===== src/rtl/rgb2ycbcr.sv =====
// RGB888 to 4:2:2 YCbCr (Cb,Y0,Cr,Y1) byte stream, BT.601 studio range.
// Odd pixel accepted in N -> Cb in N+4; rgb_rdy limits input to 1 pixel / 2 cycles, no output backpressure.
module rgb2ycbcr #(
  parameter int Y_MIN      = 16,
  parameter int Y_MAX      = 235,
  parameter int C_MIN      = 16,
  parameter int C_MAX      = 240,
  parameter bit CHROMA_AVG = 1'b1
) (
  input  logic       clk,
  input  logic       reset_n,
  input  logic       r_val,
  input  logic [7:0] r_data,
  input  logic       g_val,
  input  logic [7:0] g_data,
  input  logic       b_val,
  input  logic [7:0] b_data,
  output logic       rgb_rdy,
  output logic       ycbcr_val,
  output logic [7:0] ycbcr_data
);

  typedef enum logic {IDLE, SHIFT} state_t;

  logic              accept;
  logic              v1, v2, v3;
  logic [7:0]        r1, g1, b1;
  logic signed [17:0] rs, gs, bs;
  logic signed [17:0] y_sum, cb_sum, cr_sum;
  logic [7:0]        y3, cb3, cr3;
  logic              phase;
  logic [7:0]        y0_hold, cb0_hold, cr0_hold;
  logic              load;
  logic [7:0]        cb_out, cr_out;
  state_t            state;
  logic [1:0]        cnt;
  logic [23:0]       shreg;

  function automatic logic [7:0] clamp8(input logic signed [17:0] v, input int lo, input int hi);
    if (v < $signed(18'(lo)))
      return 8'(lo);
    else if (v > $signed(18'(hi)))
      return 8'(hi);
    else
      return v[7:0];
  endfunction

  assign accept = r_val & g_val & b_val & rgb_rdy;
  assign rs = $signed({10'd0, r1});
  assign gs = $signed({10'd0, g1});
  assign bs = $signed({10'd0, b1});
  assign load = v3 & phase;

  // Rounded average of the held even-pixel chroma and the current odd-pixel chroma.
  assign cb_out = CHROMA_AVG ? 8'(({1'b0, cb0_hold} + {1'b0, cb3} + 9'd1) >> 1) : cb0_hold;
  assign cr_out = CHROMA_AVG ? 8'(({1'b0, cr0_hold} + {1'b0, cr3} + 9'd1) >> 1) : cr0_hold;

  always_ff @(posedge clk or negedge reset_n) begin
    if (!reset_n) begin
      rgb_rdy <= 1'b0;
      v1      <= 1'b0;
      v2      <= 1'b0;
      v3      <= 1'b0;
      r1      <= 8'h00;
      g1      <= 8'h00;
      b1      <= 8'h00;
      y_sum   <= 18'sd0;
      cb_sum  <= 18'sd0;
      cr_sum  <= 18'sd0;
      y3      <= 8'h00;
      cb3     <= 8'h00;
      cr3     <= 8'h00;
    end else begin
      rgb_rdy <= ~accept;
      v1      <= accept;
      v2      <= v1;
      v3      <= v2;
      if (accept) begin
        r1 <= r_data;
        g1 <= g_data;
        b1 <= b_data;
      end
      if (v1) begin
        y_sum  <= 18'sd66 * rs + 18'sd129 * gs + 18'sd25 * bs + 18'sd128;
        cb_sum <= 18'sd112 * bs - 18'sd38 * rs - 18'sd74 * gs + 18'sd128;
        cr_sum <= 18'sd112 * rs - 18'sd94 * gs - 18'sd18 * bs + 18'sd128;
      end
      if (v2) begin
        y3  <= clamp8(18'sd16 + (y_sum >>> 8), Y_MIN, Y_MAX);
        cb3 <= clamp8(18'sd128 + (cb_sum >>> 8), C_MIN, C_MAX);
        cr3 <= clamp8(18'sd128 + (cr_sum >>> 8), C_MIN, C_MAX);
      end
    end
  end

  always_ff @(posedge clk or negedge reset_n) begin
    if (!reset_n) begin
      phase    <= 1'b0;
      y0_hold  <= 8'h00;
      cb0_hold <= 8'h00;
      cr0_hold <= 8'h00;
    end else if (v3) begin
      phase <= ~phase;
      if (!phase) begin
        y0_hold  <= y3;
        cb0_hold <= cb3;
        cr0_hold <= cr3;
      end
    end
  end

  // A load only ever lands in IDLE or on the 4th byte, so it may pre-empt SHIFT.
  always_ff @(posedge clk or negedge reset_n) begin
    if (!reset_n) begin
      state      <= IDLE;
      cnt        <= 2'd0;
      shreg      <= 24'h0;
      ycbcr_val  <= 1'b0;
      ycbcr_data <= 8'h00;
    end else if (load) begin
      state      <= SHIFT;
      cnt        <= 2'd0;
      shreg      <= {y0_hold, cr_out, y3};
      ycbcr_val  <= 1'b1;
      ycbcr_data <= cb_out;
    end else if (state == SHIFT) begin
      if (cnt == 2'd3) begin
        state      <= IDLE;
        ycbcr_val  <= 1'b0;
        ycbcr_data <= 8'h00;
      end else begin
        cnt        <= cnt + 2'd1;
        ycbcr_data <= shreg[23:16];
        shreg      <= {shreg[15:0], 8'h00};
      end
    end
  end

endmodule


===== config.mk =====
export PLATFORM = sky130hd
export DESIGN_NAME = rgb2ycbcr
export DESIGN_NICKNAME = d
export VERILOG_FILES = /design/src/rtl/rgb2ycbcr.sv
export SDC_FILE = /design/constraint.sdc
export NUM_CORES = 1
export LEC_CHECK = 0
export ABC_CLOCK_PERIOD_IN_PS = 5900
export CAP_MARGIN = 20
export CORE_MARGIN = 8
export CORE_UTILIZATION = 52
export CTS_CLUSTER_SIZE = 14
export DETAILED_ROUTE_END_ITERATION = 16
export PLACE_DENSITY = 0.72
export SYNTH_ARGS = -nofsm -noshare
export SYNTH_HDL_FRONTEND = slang
export SYNTH_SLANG_ARGS = --single-unit

===== constraint.sdc =====
create_clock -name clk -period 5.9 [get_ports clk]
set_clock_uncertainty 0.2 [all_clocks]
set_input_delay 0.885 -clock clk [delete_from_list [all_inputs] [get_ports clk]]
set_output_delay 0.885 -clock clk [all_outputs]
set_load 0.05 [all_outputs]

# After elaboration in Yosys (flattened, before gate mapping)
# Index checks and enable logic that the tools add are counted.
[word_totals] wordCells=88 in_bits=29 ff_bits=167
[classes] n_addsub=17 eq_ne=2 bitwise_logic=6 reduce_logical=5 muxes=21 magnitude_cmp=6 multipliers=9
[op_table] cell="$mux 24" count=3
[op_table] cell="$mux 8" count=9
[op_table] cell="$mul 6x8->14 const A" count=3
[op_table] cell="$add 17x9->18 const B" count=2
[op_table] cell="$gt 11x9->1 const B" count=3
[op_table] cell="$lt 11x6->1 const B" count=3
[op_table] cell="$mul 5x8->13 const A" count=2
[op_table] cell="$add 9x10->11 const A" count=2
[op_table] cell="$mul 3x8->11 const A" count=2
[op_table] cell="$add 17x13->18" count=1
[op_table] cell="$add 18x9->18 const B" count=1
[op_table] cell="$add 8x8->9" count=2
[op_table] cell="$add 9x1->9 const B" count=2
[op_table] cell="$add 15x16->17" count=1
[op_table] cell="$sub 16x14->17" count=1
[op_table] cell="$sub 16x16->17" count=1
[op_table] cell="$mul 8x8->16 const A" count=1
[op_table] cell="$sub 15x14->16" count=1
[op_table] cell="$sub 15x15->16" count=1
[op_table] cell="$mul 4x8->12 const A" count=1
[op_table] cell="$add 6x10->11 const A" count=1
[op_table] cell="$mux 1" count=6
[op_table] cell="$mux 2" count=3
[op_table] cell="$reduce_and 2->1" count=3
[op_table] cell="6 further kinds" count=11

# Logic depth before layout (Yosys ltp)
[logic_depth] word_depth=4 mapped_depth=27 depth_no_buf=27

# Worst setup path after synthesis
# OpenSTA, ideal clock, no wires.
[synth_path] path_kind="register to register" from="register g1[2]" to="register cr_sum[16]" n_path_buf=0 path_stages_with_launch=24 slack_ps=-207 required_ps=5623 t_arrival_ps=5830 cell_sequence="dfrtp_1 -> inv_1 -> fa_1 -> inv_1 -> ha_1 -> fa_1 -> fa_1 -> xnor2_1 -> ha_1 -> or2_1 -> o31ai_1 -> nor2_1 -> a21oi_1 -> xnor2_1 -> ha_1 -> ha_1 -> a21o_1 -> a21oi_1 -> o21ai_1 -> o31ai_1 -> o21ai_0 -> maj3_2 -> a211o_1 -> o21ai_1"
[synth_via] elab_chain_cells=4
[synth_lines] element="start, declared" line="27" text="logic [7:0] r1, g1, b1;"
[synth_lines] element="start signal, assigned" line="80" text="g1 <= g_data;"
[synth_lines] element="$mul 6x8->14" line="86" text="cr_sum <= 18'sd112 * rs - 18'sd94 * gs - 18'sd18 * bs + 18'sd128;"
[synth_lines] element="$sub 15x15->16" line="86"
[synth_lines] element="$sub 16x14->17" line="86"
[synth_lines] element="$add 17x9->18" line="86"
[synth_lines] element="end signal, assigned" line="86"
[synth_lines] element="end, declared" line="29" text="logic signed [17:0] y_sum, cb_sum, cr_sum;"
# Every way passes these cells.
# A chain may end at the register's enable or synchronous reset.

# Worst setup path after layout
[layout_path] from="register g1[4]" to="register cr_sum[14]"
# Same word-level chain as after synthesis.

==> flow_summary_export.csv <==
group,metric,value,unit
placement,gp_congestion,0.887,
floorplan,die_w,178,µm
route,dr_total_vias,10245,
setup_path,r2r_setup_slack,60,ps
synthesis,synth_top_cell_area_share,26.1,%
route,dr.pass1.iters,7,
floorplan,core_area,26000,µm²
grt,grtUsageTotal,20.2,%
grt,grt_start_max_net_pins,105,
clock_network,cts-root-to-sink-buffers,2,
timing,post-route-min-period,5840,ps
timing,setup_tns,0,ps
cells_and_area,final_core_util,61.6,%
route,ant_nets,0,
setup_path,r2r_end,"cr_sum[14]",
setup_path,worst_setup_path_end_kind,"flip-flop",
synthesis,avgSynthCellArea,9.63,µm²
clock_network,hold_buffers,0,
synthesis,syn_area,13700,µm²
cells_and_area,final_cell_area,16000,µm²
route,drt-initial-drc-count,515,
run,drv_cap,0,
clock_network,cts_tree,"done",
placement,dp.final_hpwl,24000,µm
setup_path,worstPathRequired,6000,ps
setup_path,crit_fanout,5,
floorplan,die_y,178,µm
route,highest_layer,"met4",
synthesis,synth_fp_nets,1793,
synthesis,yosysWarnings,0,
grt,grt_pass1_vias,10470,
setup_path,crit_type,"flip-flop to flip-flop",
route,vias_per_cell,5.45,
synthesis,yosys-top-cells-area,"dfrtp_1 (26%), ha_1 (25%), fa_1 (10%)",
grt,grt_remaining_overflow,0,
cells_and_area,drive_gt1_share,13.5,%
synthesis,async_reset_ff_share,100,%
synthesis,yosysTopAreaCell,"dfrtp_1",
synthesis,yosysMostFrequentCell,"ha_1",
outcome,status,"completed",
timing,max_slew_margin,35.0,%
grt,antenna_found_initial,0,
worst_hold_path,holdPathStages,2,
clock_network,cts_root_buffer,"clkbuf_16",
timing,slew_violations,0,
setup_path,cp-start-kind,"flip-flop",
setup_path,r2r_start,"g1[4]",
clock_network,clk_pin_slew,70,ps
route,wl_met1,14100,µm
route,drt_wl_total,31400,µm
floorplan,initial_utilization,52.8,%
worst_hold_path,worst_hold_path.endpoint,"cr0_hold[0]",
timing,finalSetupViolCount,0,
cells_and_area,synthToLayoutAreaGrowth,16.7,%
floorplan,fp-row-count,59,
clock_network,clk-insertion-delay-late,430,ps
timing,period_share,98.9,%
timing,fmax,171,MHz
setup_path,r2r_cells,25,
worst_hold_path,hold_path.class,"flip-flop to flip-flop",
setup_path,critPathArrivalTime,5940,ps
placement,placed_cell_area,14900,µm²
synthesis,ys_seq_area_share,26.1,%
worst_hold_path,min_from,"cr0_hold[0]",
route,wl_met2,15400,µm
synthesis,synth_cell_types,68,
timing,worstMarginPinSlew,975,ps
timing,timing.final.ws_setup,63.4,ps
cells_and_area,fin_nets,1900,
placement,io_buffers,38,
clock_network,clock-sinks,143,
synthesis,synth_enable_flop_cells,0,
clock_network,numCtsBuffers,17,
placement,post-place-ws,-148,ps
synthesis,synthesis.instances,1424,
timing,rsz0062_at_grt,"true",
grt,grt_pass1_wl,51800,µm
synthesis,synth_flop_cell,"dfrtp_1",
route,wl_met3,814,µm
clock_network,htree_levels,4,
cells_and_area,n_antenna_cell,0,
synthesis,synth.top_cells.by_count,"ha_1 (270), inv_1 (188), dfrtp_1 (143)",
timing,hold_viol_final,0,
synthesis,ys_ff_latch,143,
floorplan,die_area,31800,µm²
route,routedWlPerCell,16.7,µm
route,drc,0,
floorplan,num_io_pins,39,
==> what timing repair did <==
action,in CTS,in global routing
setup buffers,0,10
pin swaps,12,55
gates resized for setup,15,56
cloned,0,0
endpoints found under the setup margin,6,14
hold endpoints to repair,0,0
==> registers in the layout, summed over array words and instances, names as in the netlist, 2 cells and up <==
name	flops
shreg	24
cb_sum	10
cr_sum	10
y_sum	10
b1	8
cb0_hold	8
cb3	8
cr0_hold	8
cr3	8
g1	8
r1	8
y0_hold	8
y3	8
ycbcr_data	8
cnt	2
==> critical path: stages, from the launching register on <==
cell and delay (ps):
dfrtp_2 440, inv_2 70, fa_1 510, inv_2 50
ha_4 250, fa_1 450, fa_2 540, inv_1 60
ha_4 290, and4b_1 250, o41ai_4 100, buf_4 150
buf_4 120, a221o_2 370, nand2_2 110, xor2_2 190
ha_1 280, ha_4 280, o21ai_2 50, nand2b_1 130
o31ai_4 100, o21ai_2 150, buf_4 140, xnor2_2 100
xnor2_1 80, mux2_4 250
==> cells in the final DEF, fill, tap and decap left out, drive strengths merged, types with 4 or more instances in the layout <==
cell           synthesis  layout
a211o                  4       4
mux2                  20      20
a41oi                  5       5
a31oi                  8       8
nand3                 17      17
xnor2                 69      69
nand2b                 8       8
clkdlybuf4s50          0      37
dfrtp                143     143
a211oi                 6       6
clkbuf                18      17
xor2                  36      36
o31ai                  9       9
nand2                128     128
o21bai                17      17
nor2b                 15      15
mux2i                 20      20
a21o                  38      38
a21oi                 67      67
buf                    8      77
fa                    70      70
and2                   5       5
o22ai                 13      13
inv                  189     196
o21a                   9       9
nor2                  54      54
nor3                  14      14
clkinv                 2       5
o21ai                108     108
ha                   270     270
or2                    7       7
==> cells by family after synthesis <==
| family | synth area share [%] |
|---|---|
| AO/OA/AOI/OAI | 14.6 |
| multiplexers | 3.10 |
| buffers and inverters | 5.96 |
| AND/OR/NAND/NOR | 8.55 |
| adder cells (fa/ha/maj) | 34.9 |
| XOR/XNOR | 6.76 |
| flip-flops | 26.1 |
==> final cells by class <==
cell class	count	area (µm²)
Inverter	191	717
Tap cell	335	419
Multi-Input combinational cell	1064	9710
Clock buffer	17	425
Sequential cell	143	3580
Fill cell	2128	9970
Timing Repair Buffer	114	952
Clock inverter	15	201
==> per-layer routing <==
| layer | global-route usage [%] | vias to the layer above |
|---|---|---|
| li1 | - | 5102 |
| met4 | 7.20 | 0 |
| met1 | 25.9 | 4926 |
| met5 | 0 | - |
| met3 | 2.39 | 51 |
| met2 | 34.6 | 166 |
==> worst max path at each step <==
stage	startpoint	to	slack (ps)	cells after the start
final	g1[4]	cr_sum[14]	60	25
after global routing	g1[4]	cr_sum[14]	-140	26
after CTS	r1[2]	y_sum[16]	2	20
after detailed placement	g1[3]	cr_sum[16]	-150	21
after global placement	g1[3]	cr_sum[17]	20	21
after floorplan	g1[2]	cr_sum[16]	20	22
==> through the flow <==
stage	instances	hold WS, ps
floorplan	1424	152
global placement	1837	261
detailed placement	1837	263
CTS	1869	277
global route	1879	292
finish	1879	271
Power is not shown: default switching activity piles up to over one toggle a cycle in this logic, so the estimate is an artifact.
